### src/rtl/boot_rom_arbiter_if.sv
// Bus bundle between the core's instr/data ports, the boot ROM arbiter and the ROM wrapper.
// master = core + ROM wrapper side, slave = arbiter side.
`ifndef ROM_ADDR_WIDTH
`define ROM_ADDR_WIDTH 16
`endif

interface boot_rom_arbiter_if #(
    parameter int ADDR_WIDTH = `ROM_ADDR_WIDTH,
    parameter int DATA_WIDTH = 32
);
    logic                  instr_req_i;
    logic [ADDR_WIDTH-1:0] instr_addr_i;
    logic                  instr_gnt_o;
    logic                  instr_rvalid_o;
    logic [DATA_WIDTH-1:0] instr_rdata_o;

    logic                  data_req_i;
    logic [ADDR_WIDTH-1:0] data_addr_i;
    logic                  data_we_i;
    logic                  data_gnt_o;
    logic                  data_rvalid_o;
    logic [DATA_WIDTH-1:0] data_rdata_o;
    logic                  data_err_o;

    logic                  rom_en_o;
    logic [ADDR_WIDTH-1:0] rom_addr_o;
    logic [DATA_WIDTH-1:0] rom_rdata_i;

    modport master (
        output instr_req_i, instr_addr_i, data_req_i, data_addr_i, data_we_i, rom_rdata_i,
        input  instr_gnt_o, instr_rvalid_o, instr_rdata_o,
        input  data_gnt_o, data_rvalid_o, data_rdata_o, data_err_o,
        input  rom_en_o, rom_addr_o
    );

    modport slave (
        input  instr_req_i, instr_addr_i, data_req_i, data_addr_i, data_we_i, rom_rdata_i,
        output instr_gnt_o, instr_rvalid_o, instr_rdata_o,
        output data_gnt_o, data_rvalid_o, data_rdata_o, data_err_o,
        output rom_en_o, rom_addr_o
    );
endinterface

### src/rtl/boot_rom_arbiter.sv
// Shares the single-ported boot ROM between instruction fetch and data ports.
// Combinational grant, one-cycle response pipeline matching the ROM read latency.
module boot_rom_arbiter #(
    parameter int ADDR_WIDTH = `ROM_ADDR_WIDTH,
    parameter int DATA_WIDTH = 32,
    parameter int ARB_MODE   = 0
) (
    input logic               clk,
    input logic               rst_n,
    boot_rom_arbiter_if.slave bus
);
    typedef enum logic {
        PORT_INSTR = 1'b0,
        PORT_DATA  = 1'b1
    } port_e;

    port_e r_owner;
    port_e r_last;
    logic  r_rvalid;
    logic  r_err;

    port_e w_winner;
    logic  w_gnt_instr;
    logic  w_gnt_data;
    logic  w_any_gnt;
    logic  w_instr_valid;
    logic  w_data_valid;

    // NOTE: both grants get a default before the branches so no latch is inferred.
    always_comb begin
        w_gnt_instr = 1'b0;
        w_gnt_data  = 1'b0;
        if (bus.instr_req_i && bus.data_req_i) begin
            if (ARB_MODE == 1 || r_last == PORT_DATA) w_gnt_instr = 1'b1;
            else                                      w_gnt_data  = 1'b1;
        end else begin
            w_gnt_instr = bus.instr_req_i;
            w_gnt_data  = bus.data_req_i;
        end
    end

    assign w_any_gnt = w_gnt_instr | w_gnt_data;
    assign w_winner  = w_gnt_data ? PORT_DATA : PORT_INSTR;

    assign bus.instr_gnt_o = w_gnt_instr;
    assign bus.data_gnt_o  = w_gnt_data;

    // A granted data write never touches the ROM; it is answered with an error.
    assign bus.rom_en_o   = w_gnt_instr | (w_gnt_data & ~bus.data_we_i);
    assign bus.rom_addr_o = w_gnt_instr ? bus.instr_addr_i :
                            w_gnt_data  ? bus.data_addr_i  : {ADDR_WIDTH{1'b0}};

    always_ff @(posedge clk or negedge rst_n) begin
        if (!rst_n) begin
            r_rvalid <= 1'b0;
            r_err    <= 1'b0;
            r_owner  <= PORT_INSTR;
            r_last   <= PORT_DATA;
        end else begin
            r_rvalid <= w_any_gnt;
            if (w_any_gnt) begin
                r_owner <= w_winner;
                r_err   <= w_gnt_data & bus.data_we_i;
                r_last  <= w_winner;
            end
        end
    end

    assign w_instr_valid = r_rvalid && (r_owner == PORT_INSTR);
    assign w_data_valid  = r_rvalid && (r_owner == PORT_DATA);

    assign bus.instr_rvalid_o = w_instr_valid;
    assign bus.instr_rdata_o  = w_instr_valid ? bus.rom_rdata_i : {DATA_WIDTH{1'b0}};
    assign bus.data_rvalid_o  = w_data_valid;
    assign bus.data_rdata_o   = (w_data_valid && !r_err) ? bus.rom_rdata_i : {DATA_WIDTH{1'b0}};
    assign bus.data_err_o     = w_data_valid & r_err;
endmodule

### src/flat_wrapper.sv
// flat-port wrapper written by rule: the top's interface ports become plain ports
module boot_rom_arbiter_flat 
#(
    parameter int ADDR_WIDTH = `ROM_ADDR_WIDTH,
    parameter int DATA_WIDTH = 32,
    parameter int ARB_MODE   = 0
)
  (clk, rst_n, bus_instr_req_i, bus_instr_addr_i, bus_data_req_i, bus_data_addr_i, bus_data_we_i, bus_rom_rdata_i, bus_instr_gnt_o, bus_instr_rvalid_o, bus_instr_rdata_o, bus_data_gnt_o, bus_data_rvalid_o, bus_data_rdata_o, bus_data_err_o, bus_rom_en_o, bus_rom_addr_o);
  boot_rom_arbiter_if #(.ADDR_WIDTH(ADDR_WIDTH), .DATA_WIDTH(DATA_WIDTH)) bus_i ();
  input logic clk;
  input logic rst_n;
  input wire logic [$bits(bus_i.instr_req_i)-1:0] bus_instr_req_i;
  input wire logic [$bits(bus_i.instr_addr_i)-1:0] bus_instr_addr_i;
  input wire logic [$bits(bus_i.data_req_i)-1:0] bus_data_req_i;
  input wire logic [$bits(bus_i.data_addr_i)-1:0] bus_data_addr_i;
  input wire logic [$bits(bus_i.data_we_i)-1:0] bus_data_we_i;
  input wire logic [$bits(bus_i.rom_rdata_i)-1:0] bus_rom_rdata_i;
  output wire logic [$bits(bus_i.instr_gnt_o)-1:0] bus_instr_gnt_o;
  output wire logic [$bits(bus_i.instr_rvalid_o)-1:0] bus_instr_rvalid_o;
  output wire logic [$bits(bus_i.instr_rdata_o)-1:0] bus_instr_rdata_o;
  output wire logic [$bits(bus_i.data_gnt_o)-1:0] bus_data_gnt_o;
  output wire logic [$bits(bus_i.data_rvalid_o)-1:0] bus_data_rvalid_o;
  output wire logic [$bits(bus_i.data_rdata_o)-1:0] bus_data_rdata_o;
  output wire logic [$bits(bus_i.data_err_o)-1:0] bus_data_err_o;
  output wire logic [$bits(bus_i.rom_en_o)-1:0] bus_rom_en_o;
  output wire logic [$bits(bus_i.rom_addr_o)-1:0] bus_rom_addr_o;
  assign bus_i.instr_req_i = bus_instr_req_i;
  assign bus_i.instr_addr_i = bus_instr_addr_i;
  assign bus_i.data_req_i = bus_data_req_i;
  assign bus_i.data_addr_i = bus_data_addr_i;
  assign bus_i.data_we_i = bus_data_we_i;
  assign bus_i.rom_rdata_i = bus_rom_rdata_i;
  assign bus_instr_gnt_o = bus_i.instr_gnt_o;
  assign bus_instr_rvalid_o = bus_i.instr_rvalid_o;
  assign bus_instr_rdata_o = bus_i.instr_rdata_o;
  assign bus_data_gnt_o = bus_i.data_gnt_o;
  assign bus_data_rvalid_o = bus_i.data_rvalid_o;
  assign bus_data_rdata_o = bus_i.data_rdata_o;
  assign bus_data_err_o = bus_i.data_err_o;
  assign bus_rom_en_o = bus_i.rom_en_o;
  assign bus_rom_addr_o = bus_i.rom_addr_o;
  boot_rom_arbiter #(.ADDR_WIDTH(ADDR_WIDTH), .DATA_WIDTH(DATA_WIDTH), .ARB_MODE(ARB_MODE)) u_core (.clk(clk), .rst_n(rst_n), .bus(bus_i));
endmodule
### config.mk
export PLATFORM = sky130hd
export DESIGN_NAME = boot_rom_arbiter_flat
export DESIGN_NICKNAME = d
export VERILOG_FILES = /design/src/rtl/boot_rom_arbiter_if.sv /design/src/rtl/boot_rom_arbiter.sv /design/src/flat_wrapper.sv
export SDC_FILE = /design/constraint.sdc
export NUM_CORES = 1
export LEC_CHECK = 0
export ABC_AREA = 1
export BUFFER_PORTS_ARGS = -buffer_cell sky130_fd_sc_hd__buf_2
export CORE_MARGIN = 3
export CORE_UTILIZATION = 32
export CTS_BUF_LIST = sky130_fd_sc_hd__clkbuf_4
export DETAILED_ROUTE_END_ITERATION = 12
export GPL_ROUTABILITY_DRIVEN = 0
export GPL_TIMING_DRIVEN = 0
export MAX_ROUTING_LAYER = met4
export PLACE_DENSITY_LB_ADDON = 0.08
export SLEW_MARGIN = 40
export SYNTH_ARGS = -nofsm -noshare
export SYNTH_HDL_FRONTEND = slang
export SYNTH_SLANG_ARGS = --single-unit
### constraint.sdc
create_clock -name clk -period 2.4 [get_ports clk]
set_input_delay 0.72 -clock clk [delete_from_list [all_inputs] [get_ports clk]]
set_output_delay 0.72 -clock clk [all_outputs]
set_load 0.01 [all_outputs]
==> results by group, run 1 <==
Outcome
  • Outcome: finished, final reports clean

Floorplanning
  • Die area: 0.00375 mm2
  • Core ar.: 0.00283 mm2
  • Die Y: 61.3 um
  • DIE WIDTH: 61.3 um
  • Starting Density: 34.5%
  • Row cnt: 19
  • Top-level I/O count: 155

Power and ir drop
  • Maximum VDD drop: 0.239 mV
  • P_leak: 1.33 nW
  • Sequential share of power: 13.1%
  • Power Internal: 343 uW
  • PD cells: 348 mW/mm2
  • Clock power share: 16.4%
  • Net Sw Frac: 45.7%
  • Combinational power share: 70.5%
  • Net switching power: 288 uW

STA
  • Fin crit share: 92.5%
  • Max-slew headroom: 86.6%
  • Slew @ Worst Pin: 201 ps
  • Final Hold Vio Count: 0
  • Count of pins over their slew limit: 0
  • Maximum clock rate: 450 MHz
  • Hold WS: 280 ps
  • RSZ-0062 raised after global routing: false
  • Post-layout minimum cycle time: 2220 ps
  • Clock skew: 1.16 ps
  • Setup TNS: 0 ps
  • Setup violators final: 0

Placement
  • PortBufs: 154
  • Dpl hpwl: 3250 um

Synth
  • Top cell type's share of synthesized area: 19.2%
  • Register area share after synthesis: 10.4%
  • Share of synthesized registers carrying an async set or reset: 100%
  • Syn avg cell area: 5.31 um2
  • Number of synthesized flops with an enable pin: 0
  • Synthesized cell area: 977 um2
  • Ys flop type: dfrtp_1
  • Cell with the most instances after synthesis: inv_1
  • Dominant cell type by area after synthesis: nor2_2
  • Synth cell count leaders: inv_1 (38), nor2_1 (36), nand3_1 (34)
  • Synth Register Bits: 4
  • Gate Count Post-Synth: 184
  • Synth unique cells: 16
  • Ys Warns: 0
  • Largest cells by area after synthesis: nor2_2 (19%), nand3_1 (17%), inv_1 (15%), nor2_1 (14%), nand2_1 (8.1%)
  • Net count after synthesis: 253

Finish
  • Final nets: 412
  • Synth-to-layout area growth: 85.9%
  • Ratio of cells with drive above 1 in the final layout: 60.2%
  • Filler cell count: 301
  • Footprint of the multi-input gates: 621 um2
  • ANT cells: 0
  • Reg area: 101 um2

Clock tree
  • Clk buf depth: 2
  • CTS Sinks: 4
  • TritonCTS clock tree: yes
  • Clock Pin Slew Worst Setup and Hold Paths: 40 ps
  • Post-CTS setup buffers: 0
  • H-tree depth: 1
  • Hold_buf cts: 0
  • Cts repair resizes: 0
  • Clock Root Buffer: clkbuf_4
  • Clk Latency, worst-skew pair: 230 ps
  • CTS Buf Count: 3

Route
  • Vias: 1,604
  • Routed len/inst: 9.96 um
  • ANT nets after route: 0
  • Final wirelength: 3720 um
  • DRT iter0 DRCs: 47
  • Vias per Instance: 4.30
  • DRT Pass-1 Iters: 5
  • Residual DRC count: 0

Flow run
  • Max Cap Violations: 0

Worst setup path
  • Reg2Reg Depth: 4
  • WP data required: 1680 ps
  • CP Launch Type: primary input
  • Setup Crit Path Kind: primary input to output port
  • Crit path to: bus_rom_addr_o[12]
  • Launch point of the critical path: bus_instr_req_i
  • FF-to-FF Start: u_core.r_last
  • CP arrival: 1500 ps
  • Critical Path Fanout Max: 10
  • Crit. End Element: output port
  • Reg-to-reg endpoint: u_core.r_err
  • R2R setup slack: 1260 ps

Hold path
  • HP Class: primary input to async pin

Global route
  • Vias in the first global route: 1,203
  • First-pass GRT wire length: 5050 um
  • Overflow left after global routing: 0
  • Gr usage total: 17.6%
  • Antenna violations before repair: 0
  • Pin count of the biggest net entering global routing: 11
[cell usage in the layout, fill, tap and decap left out, types with 3 or more instances in the layout]
cell type,n
buf_2,157
inv_1,38
nor2_1,36
nand3_1,34
nor2_2,30
nand2_1,21
buf_6,6
clkbuf_4,4
buf_4,3
dfrtp_1,3
[cell type report]
cell class | instances | area share [%]
tap | 31 | 2.13
inverter | 40 | 8.26
clock buffer | 4 | 1.65
buffer | 12 | 5.79
multi-input combinational | 128 | 34.2
timing repair buffer | 154 | 42.4
sequential | 4 | 5.58
[per-layer routing]
| layer | global-route usage (%) | share of wire [%] |
|---|---|---|
| met2 | 32.8 | 52 |
| met5 | - | 0 |
| met1 | 19.6 | 37 |
| met4 | 4.64 | 0.51 |
| met3 | 2.10 | 11 |
[power by group through the flow]
stage | Sequential, mW | Combinational (mW) | Clock (mW)
4_1_cts | 0.0827 | 0.452 | 0.107
3_3_place_gp | 0.0833 | 0.448 | 0
6_report | 0.0826 | 0.445 | 0.104
5_1_grt | 0.0838 | 0.495 | 0.115
2_1_floorplan | 0.0817 | 0.259 | 0
3_5_place_dp | 0.0832 | 0.451 | 0
[worst max-delay path, stage by stage]
cell     delay (ps)
buf_2           120
nand2_2         140
buf_2           230
nand3_1          90
nand2_1          70
buf_2           120
[flip-flops by register name (all words and copies together), names as in the netlist]
signal	cells
u_core.r_last	1
u_core.r_rvalid	1
u_core.r_err	1
u_core.r_owner	1
[cell families after synthesis]
family	after synthesis	synth area share (%)
DFF	4	10.4
buffers and inverters	52	26.1
and+or+nand+nor	124	61.5
AOI/OAI and AO/OA	4	2.05
[worst min-delay path by stage]
stage | startpoint | to | slack (ps)
CTS | rst_n | u_core.r_owner | 270
global placement | u_core.r_err | u_core.r_err | 510
global route | rst_n | u_core.r_owner | 270
floorplan | rst_n | u_core.r_err | 420
finish | rst_n | u_core.r_owner | 280
detailed placement | rst_n | u_core.r_owner | 530
[through the flow]
stage	std cells	power, mW	instance area, um2	setup WS (ps)	utilization (%)
4_1_cts	373	0.642	1820	180	64.2
2_1_floorplan	184	0.340	977	493	-
5_1_grt	373	0.695	1820	98.6	64.2
6_report	373	0.631	1820	180	64.2
3_5_place_dp	369	0.534	1790	184	63.2
3_3_place_gp	369	0.531	1790	180	63.2
Note: power is estimated with default switching activity, not from simulation.
==> run 2, diff against run 1 <==
- CORE_ASPECT_RATIO: not set -> 0.7
- CORE_MARGIN: 3 -> 2
==> results by group, run 2 (synthesis results as in run 1) <==
Outcome
  • Outcome: finished, final reports clean

Worst setup path
  • Critical Path Fanout Max: 10 (unchanged)
  • Crit-path most repeated cell: buf_2
  • Crit. End Element: output port
  • Setup Crit Path Kind: primary input to output port
  • Critical-path top delay cell: buf_2
  • WP data required: 1680 ps (about the same)
  • FF-to-FF Start: u_core.r_last
  • CP Launch Type: primary input
  • Slowest stage delay, CP: 230 ps (about the same)
  • CP arrival: 1510 ps (about the same)
  • Launch point of the critical path: bus_instr_req_i
  • Cell Chain, Critical Path: buf_2 -> nand2_2 -> buf_2 -> nand3_1 -> nand2_1 -> buf_2

Finish
  • Most common cell after layout, fill and taps aside: buf_2
  • Commonest cells after routing, fill and taps aside: buf_2 (157), inv_1 (38), nor2_1 (36)
  • Synth-to-layout area growth: 86.6%
  • Final nets: 412 (unchanged)
  • ANT cells: 0 (unchanged)
  • Design area: 0.00182 mm2 (+0.34%)
  • Ratio of cells with drive above 1 in the final layout: 60.2% (unchanged)
  • Core Util, Final: 64.1% (-0.091 points)

Global route
  • First-pass GRT wire length: 5980 um (+18%)
  • Met2 GRT Util: 38.7% (+6.0 points)
  • Busiest grt layer: met2
  • Pin count of the biggest net entering global routing: 11 (unchanged)
  • GR Layer Usage met3: 4.02% (+1.9 points)
  • Overflow left after global routing: 0 (unchanged)
  • Met1 Use GR: 22.8% (+3.2 points)
  • Gr usage total: 20.7% (+3.0 points)
  • Antenna violations before repair: 0 (unchanged)
  • Vias in the first global route: 1,442 (+20%)

STA
  • Count of pins over their slew limit: 0 (unchanged)
  • Setup TNS: 0 ps (unchanged)
  • Post-layout minimum cycle time: 2230 ps (+10.8 ps)
  • Maximum clock rate: 448 MHz (-0.48%)
  • Fin crit share: 92.9% (+0.45 points)
  • Final Hold Vio Count: 0 (unchanged)
  • Max-slew headroom: 85.6% (-0.99 points)
  • Slew @ Worst Pin: 216 ps (+14.8 ps)
  • Hold WS: 275 ps (-4.16 ps)
  • Clock skew: 8.07 ps (+6.91 ps)
  • RSZ-0062 raised after global routing: false
  • Setup violators final: 0 (unchanged)

Route
  • DRT iter0 DRCs: 66 (+40%)
  • Routed len/inst: 9.26 um (-7.0%)
  • Final wirelength: 3500 um (-5.8%)
  • Vias per Instance: 4.29 (-0.22%)
  • Residual DRC count: 0 (unchanged)
  • DRT Pass-1 Iters: 4 (-1)
  • ANT nets after route: 0 (unchanged)
  • Vias: 1,622 (+1.1%)

Clock tree
  • TritonCTS clock tree: yes
  • Clock Root Buffer: clkbuf_4
  • Cts repair resizes: 0 (unchanged)
  • Post-CTS setup buffers: 0 (unchanged)
  • Hold_buf cts: 0 (unchanged)
  • CTS Sinks: 4 (unchanged)
  • Clk Latency, worst-skew pair: 240 ps (about the same)
  • Clk buf depth: 2 (unchanged)
  • Clock Pin Slew Worst Setup and Hold Paths: 40 ps (about the same)
  • H-tree depth: 1 (unchanged)
  • CTS Buf Count: 3 (unchanged)

Power and ir drop
  • Maximum VDD drop: 0.219 mV (-8.5%)
  • P_leak: 1.33 nW (unchanged)
  • PD cells: 346 mW/mm2 (-0.58%)

Flow run
  • Max Cap Violations: 0 (unchanged)

Floorplanning
  • Die area: 0.00352 mm2 (-6.2%)
  • DIE WIDTH: 70.1 um (+14%)
  • Row cnt: 16 (-3)
  • Die Y: 50.2 um (-18%)
  • Top-level I/O count: 155 (unchanged)
  • Core ar.: 0.00284 mm2 (+0.49%)
  • Starting Density: 34.4% (-0.17 points)

Hold path
  • HP Class: primary input to async pin

Placement
  • Dpl hpwl: 3010 um (-7.2%)
  • PortBufs: 154 (unchanged)
  • DP Area: 0.00179 mm2 (+0.35%)
[run 2: cell counts in the layout (fill, tap and decap cells not counted)]
No cell type changed its count.
[run 2: through the flow]
step | cells | setup WS, ps | power, mW
after floorplan | 184 | 493 | 0.340
after global placement | 374 | 187 | 0.528
after detailed placement | 374 | 179 | 0.531
after CTS | 378 | 174 | 0.640
after global routing | 378 | 72.7 | 0.694
final | 378 | 169 | 0.630
[run 2: per-layer routing]
layer  part of all wire [%]  vias up  routed length (um)
met5                      0        -                   0
met4                   0.77        0                  27
met3                    9.3        2                 325
met2                     50       85                1770
met1                     39      679                1380
li1                       -      856                   -
[run 2: final timing paths]
path                            cells after the start  slack [ps]                  to
worst max-delay path                                6         170  bus_rom_addr_o[12]
worst min-delay path                                1         280        u_core.r_err
worst max register to register                      4        1290        u_core.r_err
worst min register to register                      2         520        u_core.r_err
max in group asynchronous                           1        1910       u_core.r_last
min in group clk                                    2         520        u_core.r_err
[run 2: critical path: cells and delay by family]
kind	cells	cell delay (ps)
buf+inv	3	470
simple gates	3	310
[run 2: power by group]
group | total [mW] | switching, mW | internal, mW
registers | 0.0822 | 0.00562 | 0.0766
logic | 0.444 | 0.252 | 0.193
clock network | 0.103 | 0.0295 | 0.0738
total | 0.630 | 0.287 | 0.343
[run 2: final cells by class]
class	count	area, um2
multi-input cells	128	621
repair buffers	154	771
flip-flops and latches	4	101
plain buffers	12	105
clock buffers	4	30.0
well taps	36	45.0
fillers	289	1020
inverters	40	150
